`config.mk`:
```
export PLATFORM = sky130hd
export DESIGN_NAME = median_select_ctrl_flat
export DESIGN_NICKNAME = d
export VERILOG_FILES = /design/src/rtl/median_pkg.sv /design/src/rtl/median_select_ctrl_if.sv /design/src/rtl/median_select_ctrl_select_decide.sv /design/src/rtl/median_select_ctrl.sv /design/src/flat_wrapper.sv
export SDC_FILE = /design/constraint.sdc
export NUM_CORES = 1
export LEC_CHECK = 0
export ABC_CLOCK_PERIOD_IN_PS = 4300
export CORE_ASPECT_RATIO = 1.5
export CORE_MARGIN = 1
export CORE_UTILIZATION = 40
export CTS_CLUSTER_SIZE = 30
export DETAILED_ROUTE_END_ITERATION = 7
export GPL_TIMING_DRIVEN = 0
export PLACE_DENSITY = 0.69
export SETUP_SLACK_MARGIN = 0.5
export SLEW_MARGIN = 20
export SYNTH_ARGS = -nofsm -noshare
export SYNTH_HDL_FRONTEND = slang
export SYNTH_SLANG_ARGS = --single-unit
```
`constraint.sdc`:
```
create_clock -name clk -period 4.3 [get_ports clk]
set_clock_uncertainty 0.05 [all_clocks]
set_input_delay 1.075 -clock clk [delete_from_list [all_inputs] [get_ports clk]]
set_output_delay 1.075 -clock clk [all_outputs]
set_load 0.05 [all_outputs]
```
`src/rtl/median_pkg.sv`:
```
// Shared constants and types for the median quick-select control stage.
package median_pkg;

  parameter int unsigned BUFF_SIZE_DEFAULT = 32;

  typedef enum logic [1:0] {
    StIdle,
    StDecide,
    StIssue,
    StDone
  } state_e;

  localparam logic [1:0] KEEP_ALL  = 2'b11;
  localparam logic [1:0] KEEP_LOW  = 2'b01;
  localparam logic [1:0] KEEP_LARG = 2'b10;

  localparam logic [7:0] PIVOT_INIT = 8'd128;

endpackage

```
`src/rtl/median_select_ctrl_if.sv`:
```
// Bundle of frame-start, fill statistics, pass command and median result signals.
interface median_select_ctrl_if
  import median_pkg::*;
#(
  parameter int unsigned BUFF_SIZE_BIT = $clog2(BUFF_SIZE_DEFAULT) + 1
);

  logic                     start_valid;
  logic [BUFF_SIZE_BIT-1:0] start_size;
  logic                     start_ready;

  logic                     up_next;
  logic [BUFF_SIZE_BIT-1:0] lower_size;
  logic [BUFF_SIZE_BIT-1:0] equal_size;
  logic [BUFF_SIZE_BIT-1:0] larger_size;
  logic [7:0]               min_lower;
  logic [7:0]               max_lower;
  logic [7:0]               min_larger;
  logic [7:0]               max_larger;
  logic                     sending;

  logic [7:0]               out_pivot;
  logic [BUFF_SIZE_BIT-1:0] out_buff_size;
  logic [BUFF_SIZE_BIT-1:0] out_k;
  logic [1:0]               keep_sel;
  logic                     out_valid;
  logic                     out_ready;

  logic [7:0]               median_out;
  logic                     median_valid;
  logic                     median_ready;

  logic                     err_overrun;

  // Environment side: frame source, fill_buffers and downstream consumers.
  modport master (
    output start_valid, start_size, up_next, lower_size, equal_size, larger_size,
           min_lower, max_lower, min_larger, max_larger, out_ready, median_ready,
    input  start_ready, sending, out_pivot, out_buff_size, out_k, keep_sel, out_valid,
           median_out, median_valid, err_overrun
  );

  // Control-stage side.
  modport slave (
    input  start_valid, start_size, up_next, lower_size, equal_size, larger_size,
           min_lower, max_lower, min_larger, max_larger, out_ready, median_ready,
    output start_ready, sending, out_pivot, out_buff_size, out_k, keep_sel, out_valid,
           median_out, median_valid, err_overrun
  );

endinterface

```
`src/rtl/median_select_ctrl_select_decide.sv`:
```
// Combinational quick-select step: picks the partition holding rank k, or reports the median.
module select_decide
  import median_pkg::*;
#(
  parameter int unsigned W = 6
) (
  input  logic [W-1:0] k_i,
  input  logic [7:0]   pivot_i,
  input  logic [W-1:0] lower_i,
  input  logic [W-1:0] equal_i,
  input  logic [W-1:0] larger_i,
  input  logic [7:0]   min_lower_i,
  input  logic [7:0]   max_lower_i,
  input  logic [7:0]   min_larger_i,
  input  logic [7:0]   max_larger_i,
  output logic         found_o,
  output logic [7:0]   median_o,
  output logic [7:0]   pivot_o,
  output logic [W-1:0] size_o,
  output logic [W-1:0] k_o,
  output logic [1:0]   keep_o
);

  logic [W:0] le_sum;
  logic [7:0] mid_lower;
  logic [7:0] mid_larger;

  assign le_sum     = {1'b0, lower_i} + {1'b0, equal_i};
  // Midpoints use a 9-bit sum so 255+255 does not wrap.
  assign mid_lower  = 8'(({1'b0, min_lower_i} + {1'b0, max_lower_i}) >> 1);
  assign mid_larger = 8'(({1'b0, min_larger_i} + {1'b0, max_larger_i}) >> 1);

  always_comb begin
    found_o  = 1'b0;
    median_o = 8'd0;
    pivot_o  = pivot_i;
    size_o   = '0;
    k_o      = k_i;
    keep_o   = KEEP_ALL;
    if (k_i < lower_i) begin
      if (lower_i == W'(1) || min_lower_i == max_lower_i) begin
        found_o  = 1'b1;
        median_o = min_lower_i;
      end else begin
        pivot_o = mid_lower;
        size_o  = lower_i;
        keep_o  = KEEP_LOW;
      end
    end else if ({1'b0, k_i} < le_sum) begin
      found_o  = 1'b1;
      median_o = pivot_i;
    end else begin
      if (larger_i == W'(1) || min_larger_i == max_larger_i) begin
        found_o  = 1'b1;
        median_o = min_larger_i;
      end else begin
        pivot_o = mid_larger;
        size_o  = larger_i;
        k_o     = W'({1'b0, k_i} - le_sum);
        keep_o  = KEEP_LARG;
      end
    end
  end

endmodule

```
`src/rtl/median_select_ctrl.sv`:
```
// Median quick-select loop controller: starts frames, evaluates each fill pass, issues the next.
module median_select_ctrl
  import median_pkg::*;
#(
  parameter int unsigned BUFF_SIZE     = BUFF_SIZE_DEFAULT,
  parameter int unsigned BUFF_SIZE_BIT = $clog2(BUFF_SIZE) + 1
) (
  input logic                 clk,
  input logic                 rst_n,
  median_select_ctrl_if.slave bus
);

  localparam int unsigned W = BUFF_SIZE_BIT;

  state_e       state_q;
  logic         active_q;
  logic [7:0]   pivot_q;
  logic [W-1:0] size_q;
  logic [W-1:0] k_q;
  logic [1:0]   keep_q;
  logic         out_valid_q;
  logic [7:0]   median_q;
  logic         median_valid_q;
  logic         sending_q;
  logic         err_q;

  logic [W-1:0] cap_lower_q;
  logic [W-1:0] cap_equal_q;
  logic [W-1:0] cap_larger_q;
  logic [7:0]   cap_min_lo_q;
  logic [7:0]   cap_max_lo_q;
  logic [7:0]   cap_min_lg_q;
  logic [7:0]   cap_max_lg_q;
  logic [7:0]   cap_pivot_q;
  logic [W-1:0] cap_k_q;

  logic         dec_found;
  logic [7:0]   dec_median;
  logic [7:0]   dec_pivot;
  logic [W-1:0] dec_size;
  logic [W-1:0] dec_k;
  logic [1:0]   dec_keep;

  logic         start_ready;
  logic         start_accept;

  assign start_ready  = (state_q == StIdle) && !active_q;
  assign start_accept = bus.start_valid && start_ready;

  assign bus.start_ready   = start_ready;
  assign bus.sending       = sending_q;
  assign bus.out_pivot     = pivot_q;
  assign bus.out_buff_size = size_q;
  assign bus.out_k         = k_q;
  assign bus.keep_sel      = keep_q;
  assign bus.out_valid     = out_valid_q;
  assign bus.median_out    = median_q;
  assign bus.median_valid  = median_valid_q;
  assign bus.err_overrun   = err_q;

  select_decide #(
    .W (W)
  ) u_decide (
    .k_i          (cap_k_q),
    .pivot_i      (cap_pivot_q),
    .lower_i      (cap_lower_q),
    .equal_i      (cap_equal_q),
    .larger_i     (cap_larger_q),
    .min_lower_i  (cap_min_lo_q),
    .max_lower_i  (cap_max_lo_q),
    .min_larger_i (cap_min_lg_q),
    .max_larger_i (cap_max_lg_q),
    .found_o      (dec_found),
    .median_o     (dec_median),
    .pivot_o      (dec_pivot),
    .size_o       (dec_size),
    .k_o          (dec_k),
    .keep_o       (dec_keep)
  );

  always_ff @(posedge clk) begin
    if (!rst_n) begin
      state_q        <= StIdle;
      active_q       <= 1'b0;
      pivot_q        <= 8'd0;
      size_q         <= '0;
      k_q            <= '0;
      keep_q         <= 2'b00;
      out_valid_q    <= 1'b0;
      median_q       <= 8'd0;
      median_valid_q <= 1'b0;
      sending_q      <= 1'b0;
      err_q          <= 1'b0;
      cap_lower_q    <= '0;
      cap_equal_q    <= '0;
      cap_larger_q   <= '0;
      cap_min_lo_q   <= 8'd0;
      cap_max_lo_q   <= 8'd0;
      cap_min_lg_q   <= 8'd0;
      cap_max_lg_q   <= 8'd0;
      cap_pivot_q    <= 8'd0;
      cap_k_q        <= '0;
    end else begin
      // A pass result arriving while the previous one is still in flight is dropped.
      if (bus.up_next && state_q != StIdle) begin
        err_q <= 1'b1;
      end
      case (state_q)
        StIdle: begin
          if (start_accept) begin
            if (bus.start_size == '0) begin
              err_q <= 1'b1;
            end else begin
              pivot_q     <= PIVOT_INIT;
              size_q      <= bus.start_size;
              k_q         <= (bus.start_size - W'(1)) >> 1;
              keep_q      <= KEEP_ALL;
              active_q    <= 1'b1;
              out_valid_q <= 1'b1;
              sending_q   <= 1'b1;
              state_q     <= StIssue;
            end
          end else if (bus.up_next && active_q) begin
            cap_lower_q  <= bus.lower_size;
            cap_equal_q  <= bus.equal_size;
            cap_larger_q <= bus.larger_size;
            cap_min_lo_q <= bus.min_lower;
            cap_max_lo_q <= bus.max_lower;
            cap_min_lg_q <= bus.min_larger;
            cap_max_lg_q <= bus.max_larger;
            cap_pivot_q  <= pivot_q;
            cap_k_q      <= k_q;
            sending_q    <= 1'b1;
            state_q      <= StDecide;
          end
        end
        StDecide: begin
          if (dec_found) begin
            median_q       <= dec_median;
            median_valid_q <= 1'b1;
            state_q        <= StDone;
          end else begin
            pivot_q     <= dec_pivot;
            size_q      <= dec_size;
            k_q         <= dec_k;
            keep_q      <= dec_keep;
            out_valid_q <= 1'b1;
            state_q     <= StIssue;
          end
        end
        StIssue: begin
          if (bus.out_ready) begin
            out_valid_q <= 1'b0;
            sending_q   <= 1'b0;
            state_q     <= StIdle;
          end
        end
        StDone: begin
          if (bus.median_ready) begin
            median_valid_q <= 1'b0;
            active_q       <= 1'b0;
            sending_q      <= 1'b0;
            state_q        <= StIdle;
          end
        end
        default: state_q <= StIdle;
      endcase
    end
  end

endmodule
```
`src/flat_wrapper.sv`:
```
// flat-port wrapper written by rule: the top's interface ports become plain ports
module median_select_ctrl_flat import median_pkg::*;
#(
  parameter int unsigned BUFF_SIZE     = BUFF_SIZE_DEFAULT,
  parameter int unsigned BUFF_SIZE_BIT = $clog2(BUFF_SIZE) + 1
)
  (clk, rst_n, bus_start_valid, bus_start_size, bus_up_next, bus_lower_size, bus_equal_size, bus_larger_size, bus_min_lower, bus_max_lower, bus_min_larger, bus_max_larger, bus_out_ready, bus_median_ready, bus_start_ready, bus_sending, bus_out_pivot, bus_out_buff_size, bus_out_k, bus_keep_sel, bus_out_valid, bus_median_out, bus_median_valid, bus_err_overrun);
  median_select_ctrl_if #(.BUFF_SIZE_BIT(BUFF_SIZE_BIT)) bus_i ();
  input logic clk;
  input logic rst_n;
  input wire logic [$bits(bus_i.start_valid)-1:0] bus_start_valid;
  input wire logic [$bits(bus_i.start_size)-1:0] bus_start_size;
  input wire logic [$bits(bus_i.up_next)-1:0] bus_up_next;
  input wire logic [$bits(bus_i.lower_size)-1:0] bus_lower_size;
  input wire logic [$bits(bus_i.equal_size)-1:0] bus_equal_size;
  input wire logic [$bits(bus_i.larger_size)-1:0] bus_larger_size;
  input wire logic [$bits(bus_i.min_lower)-1:0] bus_min_lower;
  input wire logic [$bits(bus_i.max_lower)-1:0] bus_max_lower;
  input wire logic [$bits(bus_i.min_larger)-1:0] bus_min_larger;
  input wire logic [$bits(bus_i.max_larger)-1:0] bus_max_larger;
  input wire logic [$bits(bus_i.out_ready)-1:0] bus_out_ready;
  input wire logic [$bits(bus_i.median_ready)-1:0] bus_median_ready;
  output wire logic [$bits(bus_i.start_ready)-1:0] bus_start_ready;
  output wire logic [$bits(bus_i.sending)-1:0] bus_sending;
  output wire logic [$bits(bus_i.out_pivot)-1:0] bus_out_pivot;
  output wire logic [$bits(bus_i.out_buff_size)-1:0] bus_out_buff_size;
  output wire logic [$bits(bus_i.out_k)-1:0] bus_out_k;
  output wire logic [$bits(bus_i.keep_sel)-1:0] bus_keep_sel;
  output wire logic [$bits(bus_i.out_valid)-1:0] bus_out_valid;
  output wire logic [$bits(bus_i.median_out)-1:0] bus_median_out;
  output wire logic [$bits(bus_i.median_valid)-1:0] bus_median_valid;
  output wire logic [$bits(bus_i.err_overrun)-1:0] bus_err_overrun;
  assign bus_i.start_valid = bus_start_valid;
  assign bus_i.start_size = bus_start_size;
  assign bus_i.up_next = bus_up_next;
  assign bus_i.lower_size = bus_lower_size;
  assign bus_i.equal_size = bus_equal_size;
  assign bus_i.larger_size = bus_larger_size;
  assign bus_i.min_lower = bus_min_lower;
  assign bus_i.max_lower = bus_max_lower;
  assign bus_i.min_larger = bus_min_larger;
  assign bus_i.max_larger = bus_max_larger;
  assign bus_i.out_ready = bus_out_ready;
  assign bus_i.median_ready = bus_median_ready;
  assign bus_start_ready = bus_i.start_ready;
  assign bus_sending = bus_i.sending;
  assign bus_out_pivot = bus_i.out_pivot;
  assign bus_out_buff_size = bus_i.out_buff_size;
  assign bus_out_k = bus_i.out_k;
  assign bus_keep_sel = bus_i.keep_sel;
  assign bus_out_valid = bus_i.out_valid;
  assign bus_median_out = bus_i.median_out;
  assign bus_median_valid = bus_i.median_valid;
  assign bus_err_overrun = bus_i.err_overrun;
  median_select_ctrl #(.BUFF_SIZE(BUFF_SIZE), .BUFF_SIZE_BIT(BUFF_SIZE_BIT)) u_core (.clk(clk), .rst_n(rst_n), .bus(bus_i));
endmodule
```
# == After elaboration in Yosys (flattened, before gate mapping) ==
# Index checks and enable logic that the tools add are counted.
# op_classes
n_mux,62
n_eq_ne,15
bitwise_logic,1
n_reduce_logical,23
n_lt_le_gt_ge,2
n_addsub,5
# ops
cell,count
$mux 8,11
$mux 6,13
$pmux 6 s2,2
$mux 2,10
$mux 1,19
$add 8x8->9,2
$eq 8x8->1,2
$pmux 8 s2,1
$eq 6x1->1 const B,2
$reduce_and 4->1,3
$reduce_and 5->1,2
$ne 2x2->1 const B,4
$pmux 2 s4,1
$reduce_bool 2->1,4
$add 6x6->7,1
$lt 6x7->1,1
$logic_not 6->1,1
$lt 6x6->1,1
$pmux 1 s3,2
$reduce_and 3->1,2
$reduce_bool 3->1,2
$sub 6x1->6 const B,1
$sub 6x6->6,1
$eq 2x2->1 const B,2
12 further kinds,18
# totals
output_inout_bits,35
input_bits,62
reg_bits,101
elab_cells,128

# == Longest topological paths before layout ==
# depth
word_depth,7
mapped_depth,14
depth_no_buf,13

# == Hierarchy ==
# A second synthesis with hierarchy kept.
# hier_totals
cells_unflattened,731
area_unflattened_um2,5652.9
# by_module_without_submodules
mod,area_per_inst_um2,seq_area_each_um2,cells_per_inst,n_inst
median_select_ctrl,3888.7,2021.9,488,1
select_decide,1764.2,0.0,243,1

# == Worst setup path before layout ==
# Ideal clock, no wire load.
# synth_timing
path_type,register to register
from,register u_core.cap_lower_q[0]
to,"register u_core.k_q[3], in the netlist u_core.bus.out_k[3]"
required_ns,4.133
stages_incl_launch_ff,15
path_slack_ns,0.605
period_less_slack_ns,3.695
path_buffers,1
arrival_ns,3.528
setup_ns,0.117
path_cell_list,dfxtp_1 > ha_1 > fa_1 > a21oi_1 > nor2_1 > nor2_1 > xor2_1 > ha_1 > nor3_1 > or3_1 > a311o_2 > o41ai_4 > o21ai_2 > buf_6 > a32o_1
# synth_between
elab_chain_cells,7
elab_cells_between_ends,16
classes_between,2 x add/sub; 2 x order compare; 2 x eq/ne; 8 x mux; 2 x reduce/logical
# synth_lines
item,line,rtl
"start, declared",median_select_ctrl.sv:27,logic [W-1:0] cap_lower_q;
"start signal, assigned",median_select_ctrl.sv:124,cap_lower_q <= bus.lower_size;
$add 6x6->7,median_select_ctrl_select_decide.sv:28,"assign le_sum = {1'b0, lower_i} + {1'b0, equal_i};"
$sub 6x6->6,median_select_ctrl_select_decide.sv:59,"k_o = W'({1'b0, k_i} - le_sum);"
$mux 6,median_select_ctrl_select_decide.sv:53,if (larger_i == W'(1) || min_larger_i == max_larger_i) begin
$mux 6,median_select_ctrl_select_decide.sv:49,"end else if ({1'b0, k_i} < le_sum) begin"
$mux 6,median_select_ctrl_select_decide.sv:40,if (k_i < lower_i) begin
$mux 6,median_select_ctrl.sv:138,if (dec_found) begin
$pmux 6 s2,median_select_ctrl.sv:108,case (state_q)
"end signal, assigned",median_select_ctrl.sv:116,k_q <= (bus.start_size - W'(1)) >> 1;
"end signal, assigned",median_select_ctrl.sv:145,k_q <= dec_k;
"end, declared",median_select_ctrl.sv:19,logic [W-1:0] k_q;
# Several ways; a longest one is shown, not always the timed one. The select of a mux whose other input is x is not followed.
# A chain may end at the register's enable or synchronous reset.

# == Worst setup path after layout ==
# layout_timing
from,register u_core.cap_lower_q[0]
to,"register u_core.k_q[0], in the netlist u_core.bus.out_k[0]"
# Same word-level chain as after synthesis.

==> flow_metrics.env <==
export IMPL_grt_start_max_net_pins=18
export IMPL_finalSetupViolations=0
export IMPL_max_freq_ghz=0.256
export IMPL_synth_cell_types=60
export IMPL_drt_first_iter_violations=431
export IMPL_area_delta_synth_final_pct=35.8
export IMPL_endpoint_kind="register"
export IMPL_async_flop_share_pct=0
export IMPL_io_buffers=96
export IMPL_synth_seq_cells=101
export IMPL_ys_flop_type="dfxtp_1"
export IMPL_finalCriticalPeriod_ps=3910
export IMPL_cts_tree="built"
export IMPL_rsz0062_at_grt="yes"
export IMPL_ys_seq_area_share_pct=37.5
export IMPL_syn_num_nets=761
export IMPL_first_pass_iters=6
export IMPL_fin_crit_sh_pct=90.8
export IMPL_yosysTopAreaCellShare_pct=37.5
export IMPL_p_int_mw=2.22
export IMPL_required_ps=4440
export IMPL_grt_ovfl_total=0
export IMPL_grt_pass1_vias=5368
export IMPL_drv_slew=0
export IMPL_setup_slack_ps=394
export IMPL_antenna_found_initial=0
export IMPL_netlist_top_cells_area="dfxtp_1 (38%), nand2_1 (10%), a21oi_1 (9.3%), ha_1 (7.9%), a211oi_1 (2.1%)"
export IMPL_p_clk_share_pct=21.7
export IMPL_switchingPower_mw=1.62
export IMPL_post_drt_wl_per_cell_um=19.5
export IMPL_htreeDepth=3
export IMPL_cts_sinks=101
export IMPL_p_leak_nw=2.67
export IMPL_track_usage_pct=26.0
export IMPL_p_seq_share_pct=30.0
export IMPL_hold_viol_final=0
export IMPL_syn_avg_cell_area_sq_um=8.15
export IMPL_die_h_um=144
export IMPL_start_util_pct=41.2
export IMPL_crit_fanout=6
export IMPL_wl_um=18600
export IMPL_critPathKind="register to register"
export IMPL_worst_slew_pin_slew_ps=831
export IMPL_synth_area_sq_um=5390
export IMPL_cts_buffers=9
export IMPL_hold_class="register to register"
export IMPL_outcome="finished, final reports clean"
export IMPL_via_count=5656
export IMPL_diodes=0
export IMPL_pre_cts_ws_ps=-137
export IMPL_core_area_sq_um=13100
export IMPL_rows=51
export IMPL_ant_nets=0
export IMPL_fp_dieW_um=96.8
export IMPL_swShare_pct=42.3
export IMPL_vias_per_cell=5.92
export IMPL_cp_arrival_ps=4050
export IMPL_ys_top_cells_by_count="nand2_1 (146), dfxtp_1 (101), a21oi_1 (100)"
export IMPL_synth_edf_count=0
export IMPL_grt_pass1_wl_um=28100
export IMPL_fp_dieArea_sq_um=13900
export IMPL_clkTransAtPathRegs_ps=70
export IMPL_holdBufCountCts=0
export IMPL_yosysTopAreaCell="dfxtp_1"
export IMPL_combinationalPowerShare_pct=48.3
export IMPL_yosysMostFrequentCell="nand2_1"
export IMPL_fin_hold_ws_ps=410
export IMPL_finalNonFillerCells=955
export IMPL_slew_limit_headroom_pct=44.6
export IMPL_cp_start_kind="register"
export IMPL_nets=892
export IMPL_drive_gt1_share_pct=10.4
export IMPL_io_pins=97
export IMPL_drv_cap=0
export IMPL_drc_errors=0
export IMPL_ir_drop_v=0.000274
export IMPL_powerDensity_nw_per_um2=525
export IMPL_place_congestion=0.893
export IMPL_finalPower_mw=3.84
export IMPL_clockBufferDepth=2
export IMPL_dp_cells=916
export IMPL_root_buffer="clkbuf_16"
export IMPL_dp_hpwl_um=14200
export IMPL_netlist_instances=661
export IMPL_worstSkewPairLatency_ps=350
export IMPL_ys_warn_count=0
-- logic make-up (layout without fill, tap and decap cells) --
group	Yosys count	count (layout)	share of synthesized area [%]
adders and majority gates	38	38	9.38
AOI/OAI and AO/OA	221	221	27.1
and+or+nand+nor	226	226	18.6
buffers and inverters	54	189	3.97
muxes	3	3	0.557
xor gates and xnor gates	18	18	2.93
DFF	101	101	37.5
-- flip-flops by register name (all words and copies together) (netlist names), 2 cells and up --
register and count:
u_core.cap_max_lg_q 8, u_core.bus.out_buff_size 6, u_core.cap_min_lg_q 8, u_core.bus.median_out 8, u_core.cap_larger_q 6, u_core.cap_min_lo_q 8, u_core.bus.keep_sel 2, u_core.cap_equal_q 6
u_core.cap_lower_q 6, u_core.cap_k_q 6, u_core.cap_pivot_q 8, u_core.bus.out_pivot 8, u_core.cap_max_lo_q 8, u_core.bus.out_k 6, u_core.state_q 2
-- per-layer routing --
| metal | routed length, um | track usage [%] | up-vias |
|---|---|---|---|
| met2 | 10100 | 50.8 | 201 |
| li1 | - | - | 2687 |
| met5 | 0 | 0 | - |
| met1 | 6730 | 26.5 | 2715 |
| met3 | 744 | 2.75 | 53 |
| met4 | 988 | 15.2 | 0 |
-- stage by stage --
step	instance area, sq um	util (%)	TNS (ps)
after floorplan	5390	-	0
after global placement	6550	50.1	-653
after detailed placement	6550	50.1	-691
after CTS	6990	53.4	0
after global routing	7320	55.9	0
final	7320	55.9	0
-- power groups by stage --
stage                     sequential (mW)  combinational (mW)  clock [mW]
after global routing                 1.16                1.96       0.877
final                                1.15                1.86       0.832
after global placement               1.17                1.49           0
after CTS                            1.15                1.65       0.838
after floorplan                      1.37               0.791           0
after detailed placement             1.17                1.51           0
-- cell type report --
cell class,count,area [sq um]
buffer,36,159
clock buffer,9,225
clock inverter,6,71.3
fill,1229,5770
inverter,18,67.6
multi-input combinational,506,3380
sequential,101,2030
tap,159,199
timing repair buffer,120,1180
-- layout by cell type, fill, tap and decap left out, types with 7 or more instances in the layout --
master and count:
a211oi_1 15, clkbuf_1 28, xor2_1 7, ha_1 30
inv_1 17, o21ai_0 22, dfxtp_1 98, nor3_1 8
a222oi_1 8, nor2_1 24, clkdlybuf4s50_1 96, buf_4 21
nand2_1 146, nand4_1 8, a21o_1 8, clkbuf_16 10
nor4_1 7, a21oi_1 96, xnor2_1 11
-- timing repair --
action,4_1_cts,5_1_grt
resized for setup,14,35
pin swaps,10,35
endpoints found under the setup margin,33,33
buffers inserted,10,13
endpoints found under the hold margin,0,0
gates cloned,0,1
-- worst paths after layout --
kind	slack, ps	endpoint	cells past startpoint	startpoint
max	390	u_core.bus.out_k[0]	15	u_core.cap_lower_q[0]
min	410	u_core.cap_pivot_q[6]	2	u_core.cap_pivot_q[6]
max reg2reg	390	u_core.bus.out_k[0]	15	u_core.cap_lower_q[0]
min reg2reg	410	u_core.cap_pivot_q[6]	2	u_core.cap_pivot_q[6]
-- worst max-delay path, cell delays in order (launching register included) --
cell and delay, ps:
dfxtp_4 380, ha_4 160, fa_2 350, a21oi_2 200, nor2_4 60, nor2_2 110, xor2_1 230, ha_2 250
nor3_2 60, or3_4 380, buf_4 150, a311oi_4 340, buf_4 190, nand4_1 310, mux2i_1 420, a221oi_4 100
(Power assumes the default switching activity.)
